**src/rtl/fp16_dot_sequencer_pkg.sv**
```systemverilog
// Shared FP16 field layout, sequencer state encoding and helpers.
// Used by fp16_dot_sequencer and its MAC wait timer.
package fp16_dot_sequencer_pkg;

    localparam int unsigned SIGN_BIT = 15;
    localparam int unsigned EXP_MSB  = 14;
    localparam int unsigned EXP_LSB  = 10;
    localparam int unsigned MAN_MSB  = 9;
    localparam int unsigned TMR_W    = 4;

    localparam logic [15:0] FP16_ZERO = 16'h0000;

    typedef enum logic [1:0] {
        S_IDLE,
        S_FETCH,
        S_WAIT_MAC,
        S_DONE
    } state_t;

    // +0 or -0: exponent and mantissa all clear, sign ignored
    function automatic logic is_zero(input logic [15:0] v);
        return (v[EXP_MSB:EXP_LSB] == '0) && (v[MAN_MSB:0] == '0);
    endfunction

endpackage

```
**src/rtl/fp16_dot_sequencer_mac_wait_timer.sv**
```systemverilog
// Loadable down-counter timing the MAC latency window.
// done is high in the last cycle of the window (count == 1).
module fp16_dot_sequencer_mac_wait_timer #(
    parameter int unsigned TW = 4
) (
    input  logic          CLK,
    input  logic          RESETn,
    input  logic          load,
    input  logic [TW-1:0] load_val,
    input  logic          en,
    output logic          done
);

    logic [TW-1:0] cnt_q;
    logic [TW-1:0] cnt_d;

    // load wins over decrement; counter parks at zero
    always_comb begin
        cnt_d = cnt_q;
        if (load) begin
            cnt_d = load_val;
        end else if (en && (cnt_q != '0)) begin
            cnt_d = cnt_q - TW'(1);
        end
    end

    // count register
    always_ff @(posedge CLK or negedge RESETn) begin
        if (!RESETn) begin
            cnt_q <= '0;
        end else begin
            cnt_q <= cnt_d;
        end
    end

    assign done = (cnt_q == TW'(1));

endmodule

```
**src/rtl/fp16_dot_sequencer.sv**
```systemverilog
// FP16 dot-product feeder: streams (a,b) into an external MAC, loops C.
// Optional FP16_ZERO_SKIP_EN: pairs with a zero operand bypass the MAC.
module fp16_dot_sequencer
    import fp16_dot_sequencer_pkg::*;
#(
    parameter int unsigned MAC_LAT = 2,
    parameter int unsigned LEN_W   = 8
) (
    input  logic             CLK,
    input  logic             RESETn,
    input  logic             start,
    input  logic [LEN_W-1:0] vec_len,
    input  logic             in_valid,
    output logic             in_ready,
    input  logic [15:0]      in_a,
    input  logic [15:0]      in_b,
    output logic [15:0]      mac_A,
    output logic [15:0]      mac_B,
    output logic [15:0]      mac_C,
    input  logic [15:0]      mac_out,
    output logic             res_valid,
    output logic [15:0]      res_data,
    output logic             busy
);

    localparam logic [TMR_W-1:0] LAT = TMR_W'(MAC_LAT);

    state_t           state_q, state_d;
    logic [15:0]      acc_q, acc_d;
    logic [LEN_W-1:0] rem_q, rem_d;
    logic [15:0]      mac_a_q, mac_a_d;
    logic [15:0]      mac_b_q, mac_b_d;
    logic [15:0]      mac_c_q, mac_c_d;
    logic [15:0]      res_q, res_d;
    logic             rdy;
    logic             skip;
    logic             tmr_load;
    logic             tmr_en;
    logic             tmr_done;

    fp16_dot_sequencer_mac_wait_timer #(
        .TW(TMR_W)
    ) u_timer (
        .CLK     (CLK),
        .RESETn  (RESETn),
        .load    (tmr_load),
        .load_val(LAT),
        .en      (tmr_en),
        .done    (tmr_done)
    );

`ifdef FP16_ZERO_SKIP_EN
    assign skip = is_zero(in_a) || is_zero(in_b);
`else
    assign skip = 1'b0;
`endif

    // next-state, operand issue and accumulator update
    always_comb begin
        state_d  = state_q;
        acc_d    = acc_q;
        rem_d    = rem_q;
        mac_a_d  = mac_a_q;
        mac_b_d  = mac_b_q;
        mac_c_d  = mac_c_q;
        res_d    = res_q;
        rdy      = 1'b0;
        tmr_load = 1'b0;
        tmr_en   = 1'b0;
        unique case (state_q)
            S_IDLE: begin
                if (start) begin
                    rem_d = vec_len;
                    if (vec_len == '0) begin
                        res_d   = acc_q;
                        state_d = S_DONE;
                    end else begin
                        state_d = S_FETCH;
                    end
                end
            end
            S_FETCH: begin
                rdy = 1'b1;
                if (in_valid) begin
                    rem_d = rem_q - LEN_W'(1);
                    if (skip) begin
                        if (rem_q == LEN_W'(1)) begin
                            res_d   = acc_q;
                            state_d = S_DONE;
                        end
                    end else begin
                        mac_a_d  = in_a;
                        mac_b_d  = in_b;
                        mac_c_d  = acc_q;
                        tmr_load = 1'b1;
                        state_d  = S_WAIT_MAC;
                    end
                end
            end
            S_WAIT_MAC: begin
                tmr_en = 1'b1;
                if (tmr_done) begin
                    acc_d = mac_out;
                    if (rem_q == '0) begin
                        res_d   = mac_out;
                        state_d = S_DONE;
                    end else begin
                        state_d = S_FETCH;
                    end
                end
            end
            S_DONE: begin
                acc_d   = FP16_ZERO;
                mac_a_d = FP16_ZERO;
                mac_b_d = FP16_ZERO;
                mac_c_d = FP16_ZERO;
                state_d = S_IDLE;
            end
            default: state_d = S_IDLE;
        endcase
    end

    // state, accumulator and MAC operand registers
    always_ff @(posedge CLK or negedge RESETn) begin
        if (!RESETn) begin
            state_q <= S_IDLE;
            acc_q   <= FP16_ZERO;
            rem_q   <= '0;
            mac_a_q <= FP16_ZERO;
            mac_b_q <= FP16_ZERO;
            mac_c_q <= FP16_ZERO;
            res_q   <= FP16_ZERO;
        end else begin
            state_q <= state_d;
            acc_q   <= acc_d;
            rem_q   <= rem_d;
            mac_a_q <= mac_a_d;
            mac_b_q <= mac_b_d;
            mac_c_q <= mac_c_d;
            res_q   <= res_d;
        end
    end

    assign in_ready  = rdy;
    assign mac_A     = mac_a_q;
    assign mac_B     = mac_b_q;
    assign mac_C     = mac_c_q;
    assign res_valid = (state_q == S_DONE);
    assign res_data  = res_q;
    assign busy      = (state_q != S_IDLE);

endmodule

```
**config.mk**
```make
export PLATFORM = sky130hd
export DESIGN_NAME = fp16_dot_sequencer
export DESIGN_NICKNAME = d
export VERILOG_FILES = /design/src/rtl/fp16_dot_sequencer_pkg.sv /design/src/rtl/fp16_dot_sequencer_mac_wait_timer.sv /design/src/rtl/fp16_dot_sequencer.sv
export SDC_FILE = /design/constraint.sdc
export NUM_CORES = 1
export LEC_CHECK = 0
export ABC_CLOCK_PERIOD_IN_PS = 4400
export CORE_AREA = 3 3 124 96
export DETAILED_ROUTE_END_ITERATION = 8
export DIE_AREA = 0 0 127 99
export GPL_ROUTABILITY_DRIVEN = 0
export PLACE_DENSITY = 0.69
export SLEW_MARGIN = 20
export SYNTH_ARGS = -nofsm -noshare
export SYNTH_HDL_FRONTEND = slang
export SYNTH_SLANG_ARGS = --single-unit
```
**constraint.sdc**
```tcl
create_clock -name CLK -period 4.4 [get_ports CLK]
set_input_delay 0.66 -clock CLK [delete_from_list [all_inputs] [get_ports CLK]]
set_output_delay 0.66 -clock CLK [all_outputs]
set_load 0.02 [all_outputs]
```
Yosys cells after proc, flatten, opt, wreduce, memory -nomap -nowiden
Cells that the tools add are included.
{ "totals": {"input_bits": 60, "register_bits": 94, "word_cells": 63} }
{ "op_classes": {"add_sub_neg": 2, "mux": 28, "eq_ne": 9, "n_reduce_logical": 16} }
{ "ops": {"columns": ["cell", "n"], "rows": [
  ["case mux 16 bit (2 select lines)", 5],
  ["two-way mux 16 bit", 8],
  ["zero test 8 bit", 2],
  ["two-way mux 8 bit", 2],
  ["case mux 8 bit (2 select lines)", 1],
  ["nonzero test 2 bit", 6],
  ["two-way mux 2 bit", 5],
  ["!= test 2 bit (second input constant)", 5],
  ["two-way mux 4 bit", 2],
  ["case mux 2 bit (4 select lines)", 1],
  ["subtractor 8 x 1 -> 8 bit (second input constant)", 1],
  ["AND reduction 3 bit", 2],
  ["AND reduction 5 bit", 1],
  ["== test 2 bit (second input constant)", 2],
  ["== test 4 x 1 -> 1 bit (second input constant)", 1],
  ["two-way mux 1 bit", 4],
  ["AND reduction 2 bit", 2],
  ["nonzero test 4 bit", 1],
  ["subtractor 4 x 1 -> 4 bit (second input constant)", 1],
  ["== test 2 x 1 -> 1 bit (second input constant)", 1],
  ["zero test 2 bit", 1],
  ["logical AND 1 bit", 1]
]} }

Logic depth before layout (Yosys ltp)
{ "depth": {"word_depth": 5, "depth_mapped": 7, "mapped_depth_nobuf": 6} }

By module
A second synthesis with hierarchy kept.
{ "hier_totals": {"hier_cells": 343, "area_unflattened_um2": 4195.3} }
{ "modules_own_cells": {"columns": ["module", "cells_per_inst", "n_inst", "area_each_um2", "seq_area_each_um2"], "rows": [
  ["fp16_dot_sequencer", 314, 1, 3912.5, 2252.2],
  ["fp16_dot_sequencer_mac_wait_timer", 29, 1, 282.8, 100.1]
]} }

Worst setup path after synthesis
No wires, ideal clock.
{ "synth_path": {"path_kind": "register to output", "startpoint": "register state_q[1]", "endpoint": "output res_valid", "stages_incl_launch_ff": 6, "slack_ns": 2.407, "arrival_ns": 1.333, "n_path_buf": 3, "path_cell_list": "dfrtp_1 buf_2 nand2_1 clkbuf_1 clkbuf_1 inv_1"} }
{ "synth_between": {"elab_chain_len": 1} }
{ "synth_rtl": {"columns": ["element", "line", "source"], "rows": [
  ["from (decl)", "fp16_dot_sequencer.sv:28", "state_t state_q, state_d;"],
  ["from (signal assigned)", "fp16_dot_sequencer.sv:134", "state_q <= state_d;"],
  ["== test 2 bit", "fp16_dot_sequencer.sv:148", "assign res_valid = (state_q == S_DONE);"],
  ["to (decl)", "fp16_dot_sequencer.sv:21", "output logic res_valid,"]
]} }
No other way between the ends.

Final worst setup path
{ "layout_path": {"startpoint": "register state_q[0]", "endpoint": "output busy"} }
{ "layout_between": {"elab_chain_len": 1} }
{ "layout_rtl": {"columns": ["element", "line", "source"], "rows": [
  ["nonzero test 2 bit", "fp16_dot_sequencer.sv:150", "assign busy = (state_q != S_IDLE);"],
  ["to (decl)", "fp16_dot_sequencer.sv:23", "output logic busy"]
]} }
No other way between the ends.

==> results.py <==
metrics = {
    "job": {
        "maxCapViolations": 0,
    },
    "placement": {
        "hpwl_um": 7530,
        "dpl_worst_slack_ps": 1540,
        "port_buffers": 126,
        "dp_cells": 663,
    },
    "yosys": {
        "avgSynthCellArea_um2": 10.2,
        "synth_top_area_frac": 0.549,
        "synth_top_cell_by_area": "dfrtp_1",
        "synth_nets": 481,
        "async_flop_share": 1.00,
        "yosysMostFrequentCell": "dfrtp_1",
        "synth_area_um2": 4280,
        "synth_ff_type": "dfrtp_1",
        "ys_seq_area_frac": 0.549,
        "ys_ff_latch": 94,
        "synthTopCellsByCount": "94 x dfrtp_1, 75 x nand2_1, 49 x nand3_1",
        "synth_cell_types": 41,
        "yosysWarnings": 0,
        "syn_inst": 418,
        "synth_edf_count": 0,
        "netlist_top_cells_area": "dfrtp_1 55%, nand2_1 6.6%, mux2_2 5.8%, nand3_1 5.7%, mux2_4 3.5%",
    },
    "timing": {
        "finalCritPeriodShare": 0.627,
        "fmax_mhz": 363,
        "setup_viol": 0,
        "min_period_ps": 2760,
        "fin_ws_ps": 1640,
        "slew_headroom": 0.329,
        "slew_viol_final": 0,
        "hold_viol_final": 0,
        "setup_tns_ps": 0,
        "rsz0062_at_grt": "no",
        "tightest_slew_ps": 1010,
        "clock_skew_ps": 7.33,
    },
    "floorplanning": {
        "rows": 33,
        "core_um2": 10800,
        "io_pins": 127,
        "die_x_um": 127,
        "die_y_um": 99,
        "start_util": 0.396,
        "die_area_um2": 12600,
    },
    "critical_path": {
        "critPathMaxFanout": 21,
        "reg2reg_slack_ps": 1870,
        "r2r_cells": 6,
        "arrival_ps": 2100,
        "worstReg2RegEnd": "res_data[3]$_DFFE_PN0P_",
        "crit_type": "flip-flop to output pin",
        "r2r-start": "rem_q[0]$_DFFE_PN0P_",
        "crit_required_ps": 3740,
        "end_kind": "output pin",
        "startpoint_type": "flip-flop",
    },
    "detailed_routing": {
        "wl_per_cell_um": 16.3,
        "first_iter_violations": 168,
        "drtPass1Iterations": 4,
        "post_drt_via_cell_ratio": 5.17,
        "via_count": 3506,
        "route.detailed.drc": 0,
        "ant_nets": 0,
        "wl_um": 11100,
    },
    "cts": {
        "postCtsResizedCells": 0,
        "tritoncts": "yes",
        "cts_buffers": 9,
        "cts_sinks": 94,
        "clockBufferDepth": 2,
        "postCtsHoldBufs": 0,
        "htreeDepth": 3,
        "clock_latency_ps": 340,
        "path_clk_slew_ps": 60,
        "post_cts_buffers": 0,
        "clock-root-buffer": "clkbuf_16",
    },
    "pwr": {
        "p_per_area_nw_per_um2": 702,
        "total_power_uw": 4180,
        "leakagePower_uw": 0.00267,
        "vdd_drop_max_v": 0.000300,
    },
    "final_layout": {
        "area_growth_pct": 39.1,
        "fillerInstances": 953,
        "fin_nets": 597,
        "diodes": 0,
        "layout.cells.non_filler": 678,
        "drive_gt1_frac": 0.125,
    },
    "grt": {
        "grt_first_pass_wirelength_um": 18600,
        "overflow": 0,
        "grt_max_degree": 67,
        "antenna_found_initial": 0,
        "gr-usage-all-layers": 0.184,
        "grt_pass1_vias": 3584,
    },
    "min_path": {
        "holdCritPathClass": "input pin to asynchronous set/reset pin",
    },
    "outcome": {
        "status": "complete, no violations",
    },
}
[power breakdown]
group | switching [µW] | leakage [µW] | internal, µW
combinational | 1040 | 0.00137 | 900
clock | 321 | 0.000137 | 436
sequential | 269 | 0.00116 | 1220
total | 1630 | 0.00267 | 2550
[cell type report]
type	count	area (µm²)	area share
multi-input combinational	274	1730	0.291
sequential	94	2350	0.395
clock buffer	9	225	0.0378
tap	140	175	0.0294
timing repair buffer	133	1330	0.223
clock inverter	6	63.8	0.0107
inverter	22	82.6	0.0139
[per-stage QoR]
step	area, µm²	utilization	hold WS, ps
floorplan	4280	-	364
finish	5960	0.551	352
global placement	5640	0.521	478
CTS	5950	0.550	372
detailed placement	5670	0.524	483
global route	5960	0.551	402
[cell families after synthesis]
| logic type | count (synthesis) | synth area share |
|---|---|---|
| flip-flops | 94 | 0.549 |
| XOR/XNOR | 3 | 0.00614 |
| AND/OR/NAND/NOR | 160 | 0.174 |
| multiplexers | 36 | 0.102 |
| adder cells (fa/ha/maj) | 3 | 0.00877 |
| buffers and inverters | 50 | 0.0497 |
| AO/OA/AOI/OAI | 72 | 0.110 |
[metal layers]
layer	track usage	wire, µm	up-vias	share of wire
li1	-	-	1684	-
met1	0.253	5170	1700	0.47
met2	0.268	4820	112	0.44
met3	0.0720	958	10	0.087
met4	0.0552	120	0	0.011
met5	0	0	-	0
[state kept, by name, indices dropped and copies added, names as in the netlist]
register       cells
res_data          16
state_q            2
u_timer.cnt_q      4
acc_q             16
mac_A             16
mac_C             16
mac_B             16
rem_q              8
[worst max path at each step]
stage,from,endpoint,depth (start not counted)
floorplan,state_q[1]$_DFFE_PN0P_,res_valid,5
finish,state_q[0]$_DFFE_PN0P_,busy,3
CTS,state_q[0]$_DFFE_PN0P_,busy,3
detailed placement,vec_len[0],res_data[2]$_DFFE_PN0P_,5
global route,state_q[0]$_DFFE_PN0P_,busy,3
global placement,vec_len[0],res_data[4]$_DFFE_PN0P_,5
[placed cells by master (no fill, tap or decap), drive strengths merged, types with 2 or more instances in the layout]
master and count:
clkdlybuf4s50 125, dfrtp 94, nand2 76, nand3 49
mux2 32, inv 22, o22ai 22, o21ai 20
a22oi 16, nor2 12, clkbuf 9, buf 8
a21oi 6, nand2b 4, mux2i 4, nor4 4
or2 3, xnor2 3, ha 3, nor3b 3
nor3 3, clkinv 3, nor2b 2, clkinvlp 2
[worst max-delay path, cell delays in order, from the launching register on]
cell and delay (ps):
dfrtp_1 650, buf_4 350, or2_2 160, clkdlybuf4s50_1 590
Power figures use the tool's default switching activity.
==> RTL edit, RTL diff (same flow settings) <==
The package constant `TMR_W` goes from 4 to 3.
--- a/src/rtl/fp16_dot_sequencer_pkg.sv
+++ b/src/rtl/fp16_dot_sequencer_pkg.sv
@@ -8,3 +8,3 @@
     localparam int unsigned MAN_MSB  = 9;
-    localparam int unsigned TMR_W    = 4;
+    localparam int unsigned TMR_W    = 3;
 
Function: same outputs for any inputs over 4 cycles, from zero or initial values and one cycle with RESETn low; that may be too few to reach the edited logic, so the function may still have changed.
==> RTL edit against the original RTL <==
Clock skew about the same; routed wire length decreased by 1.6%; core utilization decreased by 1.4 points; via count increased by 2.4%; register-to-register slack got worse by 0.39 ns; clock power increased by 3%; first-iteration DRC count increased by 42%; combinational power decreased by 10%; setup slack got worse by 0.43 ns; sequential cell count decreased by 1; design area decreased by 2.5%; total power decreased by 6.4%; area after synthesis decreased by 2.9%; critical path type unchanged; largest cell class unchanged.
==> RTL edit: results <==
{
  "dp.cells": 676,
  "yosys-mux-area-fraction_pct": 4.81,
  "synthXorXnorAreaFrac_pct": 0.211,
  "power_clock_uw": 775,
  "drt_iter0_markers": 239,
  "irDropWorstVdd_mv": 0.269,
  "via_per_inst": 5.20,
  "p_leak_nw": 2.55,
  "critPathSlowestCell": "clkdlybuf4s50_1",
  "hpwl_um": 7510,
  "slew_headroom_pct": 34.7,
  "crit_arrival_ns": 2.53,
  "synth_fa_ha_area_share_pct": 1.20,
  "ys.flop_type": "dfrtp_1",
  "synth_compound_area_share_pct": 13.2,
  "drive_above_1_share_pct": 8.00,
  "netlist_top_cells_count": "nand2_1 (110), dfrtp_1 (93), nand3_1 (49)",
  "internal_power_mw": 2.42,
  "firstDrtPassIters": 5,
  "grt_max_degree": 61,
  "nFillCells": 985,
  "grt_first_pass_wirelength_um": 17900,
  "yosysSeqAreaShare_pct": 56.0,
  "synth_area_leaders": "dfrtp_1 (56%), nand2_1 (9.9%), nand3_1 (5.9%)",
  "place_ws_ns": 1.47,
  "ys_types": 34,
  "syn-num-nets": 501,
  "placed_area_sq_mm": 0.00550,
  "num_vias": 3591,
  "fin_skew_ns": 0.00694,
  "outcome": "finished, final reports clean",
  "postSynthAreaPerCell_sq_um": 9.51,
  "slowest_delay_ns": 0.69
}
RTL edit: final cells by class:
class	count	area, sq um	share of cell area, %
Sequential cell	93	2330	40.1
Multi-Input combinational cell	295	1650	28.4
Timing Repair Buffer	130	1290	22.2
Clock inverter	1	30.0	0.517
Tap cell	140	175	3.02
Clock buffer	13	270	4.65
Inverter	18	67.6	1.16
RTL edit: final timing paths:
check,startpoint,to,slack (ns)
worst max-delay path,state_q[1]$_DFFE_PN0P_,in_ready,1.21
worst min-delay path,RESETn,res_data[13]$_DFFE_PN0P_,0.39
worst max register to register,rem_q[0]$_DFFE_PN0P_,res_data[8]$_DFFE_PN0P_,1.48
worst min register to register,mac_A[13]$_DFFE_PN0P_,mac_A[13]$_DFFE_PN0P_,0.50
max in group asynchronous,RESETn,mac_B[4]$_DFFE_PN0P_,3.08
min in group CLK,mac_A[13]$_DFFE_PN0P_,mac_A[13]$_DFFE_PN0P_,0.50
RTL edit: cell families after synthesis:
group | after synthesis
AO/OA/AOI/OAI | 84
XOR/XNOR | 1
adder cells (fa/ha/maj) | 4
buffers and inverters | 49
flip-flops | 93
multiplexers | 18
AND/OR/NAND/NOR | 188
RTL edit: metal layers:
| layer | vias to the layer above | global-route usage (%) | part of all wire [%] |
|---|---|---|---|
| li1 | 1710 | - | - |
| met1 | 1765 | 23.3 | 45 |
| met2 | 110 | 29.5 | 50 |
| met3 | 6 | 3.95 | 5.2 |
| met4 | 0 | 4.45 | 0.77 |
| met5 | - | 0 | 0 |
RTL edit: critical path, delay by kind of cell (launching register included):
family | cells | cell delay, ns
DFF | 1 | 0.62
and+or+nand+nor | 1 | 0.45
buffers and inverters | 2 | 1.12
